===== config.mk =====
export PLATFORM = sky130hd
export DESIGN_NAME = keypad_seq_matcher
export DESIGN_NICKNAME = d
export VERILOG_FILES = /design/src/rtl/keypad_pkg.sv /design/src/rtl/keypad_pat_cmp.sv /design/src/rtl/keypad_seq_matcher.sv
export SDC_FILE = /design/constraint.sdc
export NUM_CORES = 1
export LEC_CHECK = 0
export ABC_AREA = 1
export CORE_ASPECT_RATIO = 1.1
export CORE_MARGIN = 8
export CORE_UTILIZATION = 42
export DETAILED_ROUTE_END_ITERATION = 8
export PLACE_DENSITY_LB_ADDON = 0.2
export SYNTH_ARGS = -nofsm -noshare
export SYNTH_HDL_FRONTEND = slang
export SYNTH_SLANG_ARGS = --single-unit

===== constraint.sdc =====
create_clock -name clk -period 4 [get_ports clk]
set_clock_uncertainty 0.15 [all_clocks]
set_input_delay 0.8 -clock clk [delete_from_list [all_inputs] [get_ports clk]]
set_output_delay 0.8 -clock clk [all_outputs]
set_load 0.03 [all_outputs]

===== src/rtl/keypad_pkg.sv =====
// Shared types and constants for the keypad sequence matcher.
// Build option: KPD_TIMEOUT_EN enables the inter-key timeout.
package keypad_pkg;

  localparam int STATE_W = 2;

  typedef enum logic [STATE_W-1:0] {
    IDLE    = 2'd0,
    COLLECT = 2'd1,
    ARMED   = 2'd2
  } kpd_state_t;

  localparam logic [3:0] CLR_KEY_DEF = 4'hF;

endpackage


===== src/rtl/keypad_pat_cmp.sv =====
// One programmable pattern slot: pattern register, enable bit and
// an equality comparator against the candidate window.
module keypad_pat_cmp #(
  parameter int W = 16
) (
  input  logic         clk,
  input  logic         reset_n,
  input  logic         we,
  input  logic [W-1:0] pat_in,
  input  logic         en_in,
  input  logic [W-1:0] win,
  output logic         eq
);

  logic [W-1:0] pat_q;
  logic         en_q;

  always_ff @(posedge clk or negedge reset_n) begin
    if (!reset_n) begin
      pat_q <= '0;
      en_q  <= 1'b0;
    end else if (we) begin
      pat_q <= pat_in;
      en_q  <= en_in;
    end
  end

  assign eq = en_q && (win == pat_q);

endmodule


===== src/rtl/keypad_seq_matcher.sv =====
// Sliding-window keypad sequence detector with NUM_PAT patterns.
// Build option: KPD_TIMEOUT_EN adds the inter-key idle timeout.
module keypad_seq_matcher
  import keypad_pkg::*;
#(
  parameter int DIGIT_W     = 4,
  parameter int SEQ_LEN     = 4,
  parameter int NUM_PAT     = 2,
  parameter logic [DIGIT_W-1:0] CLR_KEY = DIGIT_W'(CLR_KEY_DEF),
  parameter int TIMEOUT_CYC = 1000,
  localparam int IDX_W = (NUM_PAT > 1) ? $clog2(NUM_PAT) : 1,
  localparam int WIN_W = SEQ_LEN * DIGIT_W
) (
  input  logic               clk,
  input  logic               reset_n,
  input  logic               key_valid,
  input  logic [DIGIT_W-1:0] din,
  input  logic               cfg_we,
  input  logic [IDX_W-1:0]   cfg_idx,
  input  logic [WIN_W-1:0]   cfg_pat,
  input  logic               cfg_en,
  output logic [NUM_PAT-1:0] match_vec,
  output logic               hit,
  output logic [IDX_W-1:0]   hit_idx,
  output logic [STATE_W-1:0] fsm_state,
  output logic               timeout
);

  localparam int FILL_W = $clog2(SEQ_LEN + 1);
  localparam logic [FILL_W-1:0] FULL = FILL_W'(SEQ_LEN);

  logic [WIN_W-1:0]   win_q, win_d;
  logic [FILL_W-1:0]  fill_q, fill_d;
  kpd_state_t         state_q, state_d;
  logic [NUM_PAT-1:0] eq_vec, match_d;
  logic [IDX_W-1:0]   idx_d;
  logic               is_clr, is_key, full_d, to_hit;

  assign is_clr = key_valid && (din == CLR_KEY);
  assign is_key = key_valid && (din != CLR_KEY);

  always_comb begin
    win_d  = win_q;
    fill_d = fill_q;
    if (is_clr || to_hit) begin
      win_d  = '0;
      fill_d = '0;
    end else if (is_key) begin
      // oldest digit sits at the low end, matching cfg_pat layout
      win_d = {din, win_q[WIN_W-1:DIGIT_W]};
      if (fill_q != FULL) fill_d = fill_q + 1'b1;
    end
  end

  assign full_d = (fill_d == FULL);

  always_comb begin
    state_d = state_q;
    unique case (1'b1)
      is_clr || to_hit:  state_d = IDLE;
      is_key && full_d:  state_d = ARMED;
      is_key && !full_d: state_d = COLLECT;
      default:           state_d = state_q;
    endcase
  end

  for (genvar p = 0; p < NUM_PAT; p++) begin : g_pat
    keypad_pat_cmp #(.W(WIN_W)) u_cmp (
      .clk     (clk),
      .reset_n (reset_n),
      .we      (cfg_we && (cfg_idx == IDX_W'(p))),
      .pat_in  (cfg_pat),
      .en_in   (cfg_en),
      .win     (win_d),
      .eq      (eq_vec[p])
    );
  end

  always_comb begin
    match_d = (is_key && full_d) ? eq_vec : '0;
    idx_d   = hit_idx;
    for (int p = NUM_PAT - 1; p >= 0; p--) begin
      if (match_d[p]) idx_d = IDX_W'(p);
    end
  end

  always_ff @(posedge clk or negedge reset_n) begin
    if (!reset_n) begin
      win_q     <= '0;
      fill_q    <= '0;
      state_q   <= IDLE;
      match_vec <= '0;
      hit_idx   <= '0;
    end else begin
      win_q     <= win_d;
      fill_q    <= fill_d;
      state_q   <= state_d;
      match_vec <= match_d;
      hit_idx   <= idx_d;
    end
  end

  assign hit       = |match_vec;
  assign fsm_state = state_q;

`ifdef KPD_TIMEOUT_EN
  localparam int CNT_W = $clog2(TIMEOUT_CYC + 1);

  logic [CNT_W-1:0] idle_q;

  // a key in the terminal cycle suppresses the discard
  assign to_hit = (fill_q != '0) && !key_valid &&
                  (idle_q == CNT_W'(TIMEOUT_CYC - 1));

  always_ff @(posedge clk or negedge reset_n) begin
    if (!reset_n) begin
      idle_q  <= '0;
      timeout <= 1'b0;
    end else begin
      timeout <= to_hit;
      if (key_valid || (fill_q == '0) || to_hit) idle_q <= '0;
      else idle_q <= idle_q + 1'b1;
    end
  end
`else
  assign to_hit  = 1'b0;
  assign timeout = 1'b0;
`endif

endmodule


==> metrics.txt <==
hold_buf cts 0; most common cell after layout, fill and taps aside nand2_1; final critical-path share of the clock period 72.6%; cell area after layout 3650 µm²; kind of critical path in2reg; Synth cell types 25; post-route insts no fill 561; HP Class reg2reg; Critical Path, Cell by Cell clkdlybuf4s50_1 -> buf_4 -> inv_2 -> nor2_4 -> nand3_1 -> nand3_1 -> nand3_1 -> nor3_1 -> nand3_1 -> nor2_1; I/O pin cnt 33; power density cells 451 nW/µm²; initial antenna violation count 0; fmax 0.344 GHz; Area Growth Syn to Fin 17.1%; DPL Wire Length 5940 µm; clock-pin slew on the worst setup and hold paths 0.06 ns; crit-path max cell delay 0.45 ns; CP Launch Type primary input; dpl cell area 3480 µm²; CTS Buffer Depth 2; synthesized instance count 437; CTS tree yes; Final nets 498; switching power total 0.557 mW; Mapped Avg Cell Area 7.13 µm²; WP data arrival 3.02 ns; GR Overflow Total 0; worst path buffer plus inverter count 3; CTS H-tree depth 3; worst-margin pin slew 0.987 ns; number of global-route vias before repair 2,725; clock sink count 58; clock root buffer clkbuf_8; share of layout cells above drive strength 1 6.33%; largest net degree at the start of global routing 37; DIE AREA 10,400 µm²; dpl cells 546; commonest non-fill, non-tap cells in the layout nand2_1, inv_1, dfrtp_1; Vias 2,796; leak pwr 1.93 nW; Max Cap Viol 0; filler cell count 762; Core ar. 7310 µm²; Synth Cell Area 3120 µm²; nature of the critical path endpoint register; Post-DRT Antenna Nets 0; crit path time final 2.91 ns; status completed; gr usage total 15.9%; Worst-Skew Late Latency 0.33 ns; Clock power frac 28.8%; Hold Fails Final Rpt 0; sequential fraction of the synthesis area 46.5%; Max-slew headroom 34.0%; Post-CTS Setup Repair Bufs 0; Sw Ratio 33.8%; die height 106 µm; GPL Wtd Cong 0.933; Antenna Cells 0; CP Max Fanout 20; RSZ-0062 raised after global routing false; peak supply drop 0.205 mV; Final Slew Violations 0; CP required 4.12 ns; CTS Buf Count 9; post-route setup TNS 0 ns; die extent in x 98.2 µm; Reg2Reg Setup Slack 1.99 ns; syn nets 465; Initial Util 42.7%; vias per inst 4.98; I/O Buffers 31; delay-heaviest family, CP simple AND/OR/NAND/NOR gates; Comb power frac 26.2%; sequential fraction of design power 45.0%; P_int 1.09 mW; count of cells resized by post-cts repair 0; FP Rows 33; CP max stage cell clkdlybuf4s50_1; DRT iter0 DRCs 159; Initial DRT Pass Iterations 4; setup violators final 0; #FFs+latches synth 58; total routed wirelength 7760 µm; Warnings, synthesis 0; Routed WL per cell 13.8 µm; cell mode on critical path nand3_1; first-pass GRT wire length 13,100 µm; DRC errors left 0
## worst min-delay path: cells and delay by family, from the launching register on
family           cells  cell delay [ns]
and+or+nand+nor      2             0.11
DFF                  1             0.36
## registers in the layout (all words and copies together), names as in the netlist
name	cells
fill_q	3
fsm_state	2
g_pat.u_cmp.en_q	2
g_pat.u_cmp.pat_q	32
hit_idx	1
match_vec	2
win_q	16
## per-stage QoR
stage	hold WS [ns]	power [mW]	setup slack [ns]	utilization, %
finish	0.344	1.65	1.09	50.0
global route	0.389	1.76	0.935	50.0
CTS	0.348	1.66	1.15	50.0
detailed placement	0.330	1.18	0.806	47.6
global placement	0.334	1.17	0.790	47.6
floorplan	0.316	1.04	1.92	-
## final timing paths
path                               from            to  cells after the start
setup / recovery              key_valid  match_vec[1]                     10
hold / removal             fsm_state[1]  fsm_state[1]                      2
setup reg to reg              fill_q[0]  match_vec[1]                      9
hold reg to reg            fsm_state[1]  fsm_state[1]                      2
max in group asynchronous       reset_n      win_q[5]                      2
min in group asynchronous       reset_n     fill_q[2]                      1
## synth_stat cells
| library cell | instances | share of area, % |
|---|---|---|
| buf_6 | 2 | 0.72 |
| clkbuf_1 | 6 | 0.72 |
| nand4_1 | 6 | 1.2 |
| or2_2 | 1 | 0.20 |
| o21ai_0 | 39 | 6.3 |
| a21oi_1 | 3 | 0.48 |
| a22o_1 | 1 | 0.28 |
| nand2_2 | 9 | 1.8 |
| nor3_1 | 4 | 0.64 |
| o21ai_1 | 1 | 0.16 |
| nor2_1 | 31 | 3.7 |
| nor3b_1 | 2 | 0.48 |
| nand3b_1 | 2 | 0.48 |
| xnor2_1 | 3 | 0.84 |
| and2_1 | 1 | 0.20 |
| dfrtp_1 | 58 | 47 |
| inv_2 | 2 | 0.24 |
| inv_1 | 58 | 7.0 |
| nand3_1 | 47 | 7.5 |
| buf_4 | 2 | 0.48 |
| ha_1 | 2 | 0.80 |
| nand2_1 | 154 | 19 |
| nor2_4 | 1 | 0.36 |
| buf_2 | 1 | 0.16 |
| conb_1 | 1 | 0.12 |
## layout make-up
cell class                 instances  area [µm²]  share of cell area, %
multi-input combinational        308        1380                   37.7
tap                               87         109                   2.98
sequential                        58        1450                   39.7
inverter                          60         225                   6.17
clock inverter                     3        15.0                  0.411
timing repair buffer              33         320                   8.77
clock buffer                      12         155                   4.25
## cell families after synthesis
family | share of synthesized area (%)
AO/OA/AOI/OAI | 7.18
XOR/XNOR | 0.843
adder cells (fa/ha/maj) | 0.802
buffers and inverters | 9.31
flip-flops | 46.5
other | 0.120
AND/OR/NAND/NOR | 35.2
## power by group through the flow
stage               Sequential (mW)  Combinational, mW  Clock, mW
finish                        0.741              0.433      0.475
global route                  0.752              0.497      0.515
CTS                           0.742              0.434      0.486
detailed placement            0.752              0.431          0
global placement              0.749              0.425          0
floorplan                     0.746              0.293          0
## per-layer routing
| layer | up-vias | track usage [%] | share of wire [%] |
|---|---|---|---|
| met5 | - | 0 | 0 |
| met2 | 64 | 26.2 | 47 |
| li1 | 1437 | - | - |
| met3 | 14 | 3.99 | 5.6 |
| met1 | 1281 | 19.1 | 45 |
| met4 | 0 | 7.90 | 2.4 |
No activity file was read; power rests on OpenSTA's default activity.
